<file path="src/rtl/clk_ctrl.sv">
// clk_ctrl: generates single-cycle clock-enable pulses for the picoMIPS core,
// either free-running through a prescaler or one per debounced button press.
module clk_ctrl #(
    parameter int unsigned DEBOUNCE_CYCLES = 50000
) (
    input  logic        fastclk,
    input  logic        reset,
    input  logic        mode_run,
    input  logic        step_btn,
    input  logic        halt,
    input  logic [1:0]  div_sel,
    output logic        clk_en,
    output logic [1:0]  state,
    output logic [15:0] cycle_cnt
);

    typedef enum logic [1:0] {
        StIdle   = 2'b00,
        StRun    = 2'b01,
        StStep   = 2'b10,
        StHalted = 2'b11
    } state_t;

    // Counter value reached on the last differing edge before deb flips.
    localparam logic [15:0] DebLast = 16'(DEBOUNCE_CYCLES - 1);

    state_t      state_q, state_d;
    logic        sync1_q, sync2_q;
    logic [15:0] deb_cnt_q, deb_cnt_d;
    logic        deb_q, deb_d;
    logic        press;
    logic [15:0] presc_q, presc_d, presc_last;
    logic [1:0]  div_sel_q;
    logic        presc_term, div_change;
    logic        clk_en_q, clk_en_d;
    logic [15:0] cycle_cnt_q;

    // Two-flop synchronizer for the asynchronous push-button.
    always_ff @(posedge fastclk) begin
        if (reset) begin
            sync1_q <= 1'b0;
            sync2_q <= 1'b0;
        end else begin
            sync1_q <= step_btn;
            sync2_q <= sync1_q;
        end
    end

    // Debouncer: deb follows sync only after DEBOUNCE_CYCLES consecutive differing edges.
    always_comb begin
        deb_d     = deb_q;
        deb_cnt_d = '0;
        press     = 1'b0;
        if (sync2_q != deb_q) begin
            if (deb_cnt_q == DebLast) begin
                deb_d = sync2_q;
                press = sync2_q;
            end else begin
                deb_cnt_d = deb_cnt_q + 16'd1;
            end
        end
    end

    // Prescaler terminal value selected by div_sel.
    always_comb begin
        case (div_sel)
            2'b00:   presc_last = 16'd15;
            2'b01:   presc_last = 16'd255;
            2'b10:   presc_last = 16'd4095;
            default: presc_last = 16'hFFFF;
        endcase
    end

    assign presc_term = (presc_q == presc_last);
    assign div_change = (div_sel != div_sel_q);

    // Next-state, prescaler and enable-pulse decisions.
    always_comb begin
        state_d = state_q;
        unique case (state_q)
            StIdle: begin
                if (mode_run) begin
                    state_d = StRun;
                end else if (press && !halt) begin
                    state_d = StStep;
                end
            end
            StRun: begin
                if (halt) begin
                    state_d = StHalted;
                end else if (!mode_run) begin
                    state_d = StIdle;
                end
            end
            StStep: state_d = StIdle;
            StHalted: begin
                if (!mode_run && !halt) begin
                    state_d = StIdle;
                end
            end
            default: state_d = StIdle;
        endcase

        // Prescaler only counts while staying in RUN; it is zero in every other state.
        if (state_d != StRun || state_q != StRun || div_change || presc_term) begin
            presc_d = '0;
        end else begin
            presc_d = presc_q + 16'd1;
        end

        clk_en_d = (state_q == StIdle && state_d == StStep) ||
                   (state_q == StRun && presc_term && !halt && mode_run);
    end

    // State, debounce, prescaler and pulse-count registers.
    always_ff @(posedge fastclk) begin
        if (reset) begin
            state_q     <= StIdle;
            deb_q       <= 1'b0;
            deb_cnt_q   <= '0;
            presc_q     <= '0;
            div_sel_q   <= '0;
            clk_en_q    <= 1'b0;
            cycle_cnt_q <= '0;
        end else begin
            state_q   <= state_d;
            deb_q     <= deb_d;
            deb_cnt_q <= deb_cnt_d;
            presc_q   <= presc_d;
            div_sel_q <= div_sel;
            clk_en_q  <= clk_en_d;
            if (clk_en_q && cycle_cnt_q != 16'hFFFF) begin
                cycle_cnt_q <= cycle_cnt_q + 16'd1;
            end
        end
    end

    assign state     = state_q;
    assign clk_en    = clk_en_q;
    assign cycle_cnt = cycle_cnt_q;

endmodule

</file>
<file path="config.mk">
export PLATFORM = sky130hd
export DESIGN_NAME = clk_ctrl
export DESIGN_NICKNAME = d
export VERILOG_FILES = /design/src/rtl/clk_ctrl.sv
export SDC_FILE = /design/constraint.sdc
export NUM_CORES = 1
export LEC_CHECK = 0
export CORE_MARGIN = 1
export CORE_UTILIZATION = 50
export DETAILED_ROUTE_END_ITERATION = 10
export GPL_TIMING_DRIVEN = 0
export PLACE_DENSITY = 0.8
export SYNTH_ARGS = -nofsm -noshare
export SYNTH_HDL_FRONTEND = slang
export SYNTH_SLANG_ARGS = --single-unit
</file>
<file path="constraint.sdc">
create_clock -name fastclk -period 4.5 [get_ports fastclk]
set_input_delay 0.675 -clock fastclk [delete_from_list [all_inputs] [get_ports fastclk]]
set_output_delay 0.675 -clock fastclk [all_outputs]
set_load 0.05 [all_outputs]
</file>
==> impl_metrics.csv <==
group,metric,value,unit
cts,post_cts_buffers,0,
global_routing,grt_pass1_vias,1910,
worst_setup_path,crit_buf_inv,1,
cts,ctsRootBufferMaster,"clkbuf_8",
floorplanning,fp.dieH,74.5,um
sta,fin_ws,2.19,ns
cts,cts_buffer_depth,2,
synthesis,syn_area,0.00263,sq mm
cts,clock-sinks,56,
min_path,min_to,"sync2_q",
power_and_ir_drop,irDropWorstVdd,168,uV
synthesis,yosysSeqAreaShare,0.426,
placement,placed_area,0.00295,sq mm
global_routing,grt_usage,0.191,
worst_setup_path,worstSetupStartpointType,"flip-flop",
drt,drt-vias-per-instance,5.61,
sta,hold_violations,0,
min_path,hp-class,"reg -> reg",
floorplanning,rows,26,
global_routing,grt_max_degree,18,
cells_and_area,final_cell_mix,"dfxtp_1, nor2_1, clkdlybuf4s50_1, nand3_1, xnor2_1",
min_path,hp-start,"sync1_q",
cts,cts_buffers,5,
worst_setup_path,crit_chain,"clkdlybuf4s50_1",
sta,period_share,0.513,
floorplanning,core_area,0.00507,sq mm
power_and_ir_drop,p_leak,0.912,nW
cts,clk_latency,0.30,ns
sta,fmax,433,MHz
cells_and_area,final_common_cell,"dfxtp_1",
global_routing,antenna_found_initial,0,
synthesis,synthCells,299,
sta,slew_headroom,0.569,
synthesis,synthArstFlopShare,0,
cells_and_area,fin_area,0.00307,sq mm
sta,skew,0.00837,ns
worst_setup_path,regToRegSetupSlack,2.40,ns
cells_and_area,fin_nets,339,
cells_and_area,drive_above_1_share,0.0545,
cells_and_area,area_growth,16.7,%
synthesis,synth_edf_count,0,
placement,portBuffers,23,
sta,worst_slew_pin_slew,0.640,ns
sta,rsz0062_at_grt,"false",
drt,drc_errors,0,
sta,maxSlewViolCount,0,
worst_setup_path,end_kind,"output port",
floorplanning,initial_utilization,0.518,
drt,avgRoutedWirePerCell,12.5,um
synthesis,synth_ff_type,"dfxtp_1",
worst_setup_path,reg2regPathDepth,6,
worst_setup_path,cp_slowest_stage_delay,0.87,ns
synthesis,yosysWarnings,0,
sta,finalSetupTns,0,ns
synthesis,syn_nets,309,
cells_and_area,final_util,0.605,
worst_setup_path,path_class,"reg -> out",
drt,antenna_left,0,
drt,drt-initial-drc-count,114,
power_and_ir_drop,power.density,283,mW/mm^2
cts,cts_tree,"built",
placement,dp_hpwl,3.69,mm
synthesis,synth_seq_cells,56,
worst_setup_path,path_max_fanout,7,
worst_setup_path,crit_family,"buffers and inverters",
synthesis,syn_avg_cell_area,8.80,sq um
cells_and_area,multiInputGateArea,0.00146,sq mm
sta,fin_crit,2.31,ns
worst_setup_path,crit_required,3.83,ns
global_routing,grt_first_pass_wirelength,8.24,mm
cells_and_area,nFillCells,447,
cts,ctsResizeCount,0,
sta,setup_viol,0,
drt,drtPass1Iterations,4,
drt,vias,2242,
flow_run,max_cap_violations,0,
cells_and_area,diodes,0,
global_routing,overflow,0,
cells_and_area,seq_area,0.00112,sq mm
synthesis,yosys.cell_types.count,37,
worst_setup_path,cp_slowest_cell,"clkdlybuf4s50_1",
drt,routed_wirelength,5.01,mm
placement,globalplace.congestion,0.767,
cts,hold_buffers,0,
worst_setup_path,r2r_end,"cycle_cnt[4]",
floorplanning,die_x,74.5,um
placement,dp_slack,2.01,ns
worst_setup_path,worstReg2RegStart,"cycle_cnt[0]",
worst_setup_path,crit_arrival,1.63,ns
cts,clk_pin_slew,0.10,ns
status,outcome,"complete, no violations",
floorplanning,io_pins,26,
min_path,worstHoldPathCells,1,
floorplanning,dieArea,0.00555,sq mm
cts,cts.htree.levels,2,
## cell usage after synthesis, types with 2 or more instances
cell type | number | share of area
a211oi_1 | 2 | 0.0057
a21oi_1 | 17 | 0.032
and3_1 | 5 | 0.012
and4_1 | 7 | 0.023
clkbuf_1 | 5 | 0.0071
dfxtp_1 | 56 | 0.43
ha_1 | 3 | 0.014
inv_1 | 6 | 0.0086
mux2i_1 | 2 | 0.0076
nand2_1 | 17 | 0.024
nand2b_1 | 3 | 0.0071
nand3_1 | 20 | 0.038
nand4_1 | 17 | 0.040
nor2_1 | 39 | 0.056
nor2b_1 | 5 | 0.012
nor3_1 | 9 | 0.017
nor4_1 | 10 | 0.024
nor4b_1 | 2 | 0.0067
o21ai_0 | 6 | 0.011
o31ai_1 | 8 | 0.023
or2_2 | 2 | 0.0048
or3_1 | 7 | 0.017
or4_1 | 7 | 0.020
or4_4 | 2 | 0.0086
xnor2_1 | 19 | 0.063
xor2_1 | 12 | 0.040
## flip-flops by register name, summed over array words and instances, names as in the netlist
signal     flops
deb_cnt_q     16
state          2
deb_q          1
div_sel_q      2
presc_q       16
clk_en         1
sync1_q        1
cycle_cnt     16
sync2_q        1
## worst max-delay path by stage
stage | cells after the start | slack, ns | from | endpoint
after floorplan | 5 | 2.34 | cycle_cnt[0] | cycle_cnt[14]
after detailed placement | 4 | 2.01 | halt | presc_q[11]
after global placement | 5 | 2.09 | div_sel[0] | presc_q[12]
final | 1 | 2.19 | cycle_cnt[12] | cycle_cnt[12]
after CTS | 1 | 2.19 | cycle_cnt[2] | cycle_cnt[2]
after global routing | 1 | 2.12 | state[0] | state[0]
## through the flow
step / hold slack (ns) / total power [mW] / instances
detailed placement: 0.428 / 0.542 / 392
finish: 0.441 / 0.868 / 400
floorplan: 0.414 / 0.531 / 299
CTS: 0.452 / 0.881 / 400
global route: 0.467 / 0.904 / 400
global placement: 0.422 / 0.541 / 392
## layout make-up
class / instances / share of cell area
tap: 70 / 0.0285
clock buffer: 6 / 0.0269
inverter: 6 / 0.00734
timing repair buffer: 23 / 0.0750
sequential: 56 / 0.365
buffer: 6 / 0.00978
clock inverter: 2 / 0.0126
multi-input combinational: 231 / 0.475
## per-layer routing
layer / GRT usage / vias to the layer above / wire [um]
met2: 0.312 / 36 / 2360
met5: 0 / - / 0
met3: 0.0407 / 2 / 161
met4: 0.0503 / 0 / 29
li1: - / 1163 / -
met1: 0.255 / 1041 / 2460
## power by group
group          internal [mW]  switching (mW)
Clock                  0.182           0.156
Sequential             0.498         0.00275
Combinational         0.0116          0.0174
Total                  0.692           0.176
## cells by family after synthesis
group | Yosys count | synth area share
buffers and inverters | 12 | 0.0200
DFF | 56 | 0.426
AOI/OAI and AO/OA | 41 | 0.111
adders and majority gates | 3 | 0.0143
muxes | 3 | 0.0119
xor gates and xnor gates | 31 | 0.103
and+or+nand+nor | 153 | 0.313
Power figures use the tool's default switching activity.
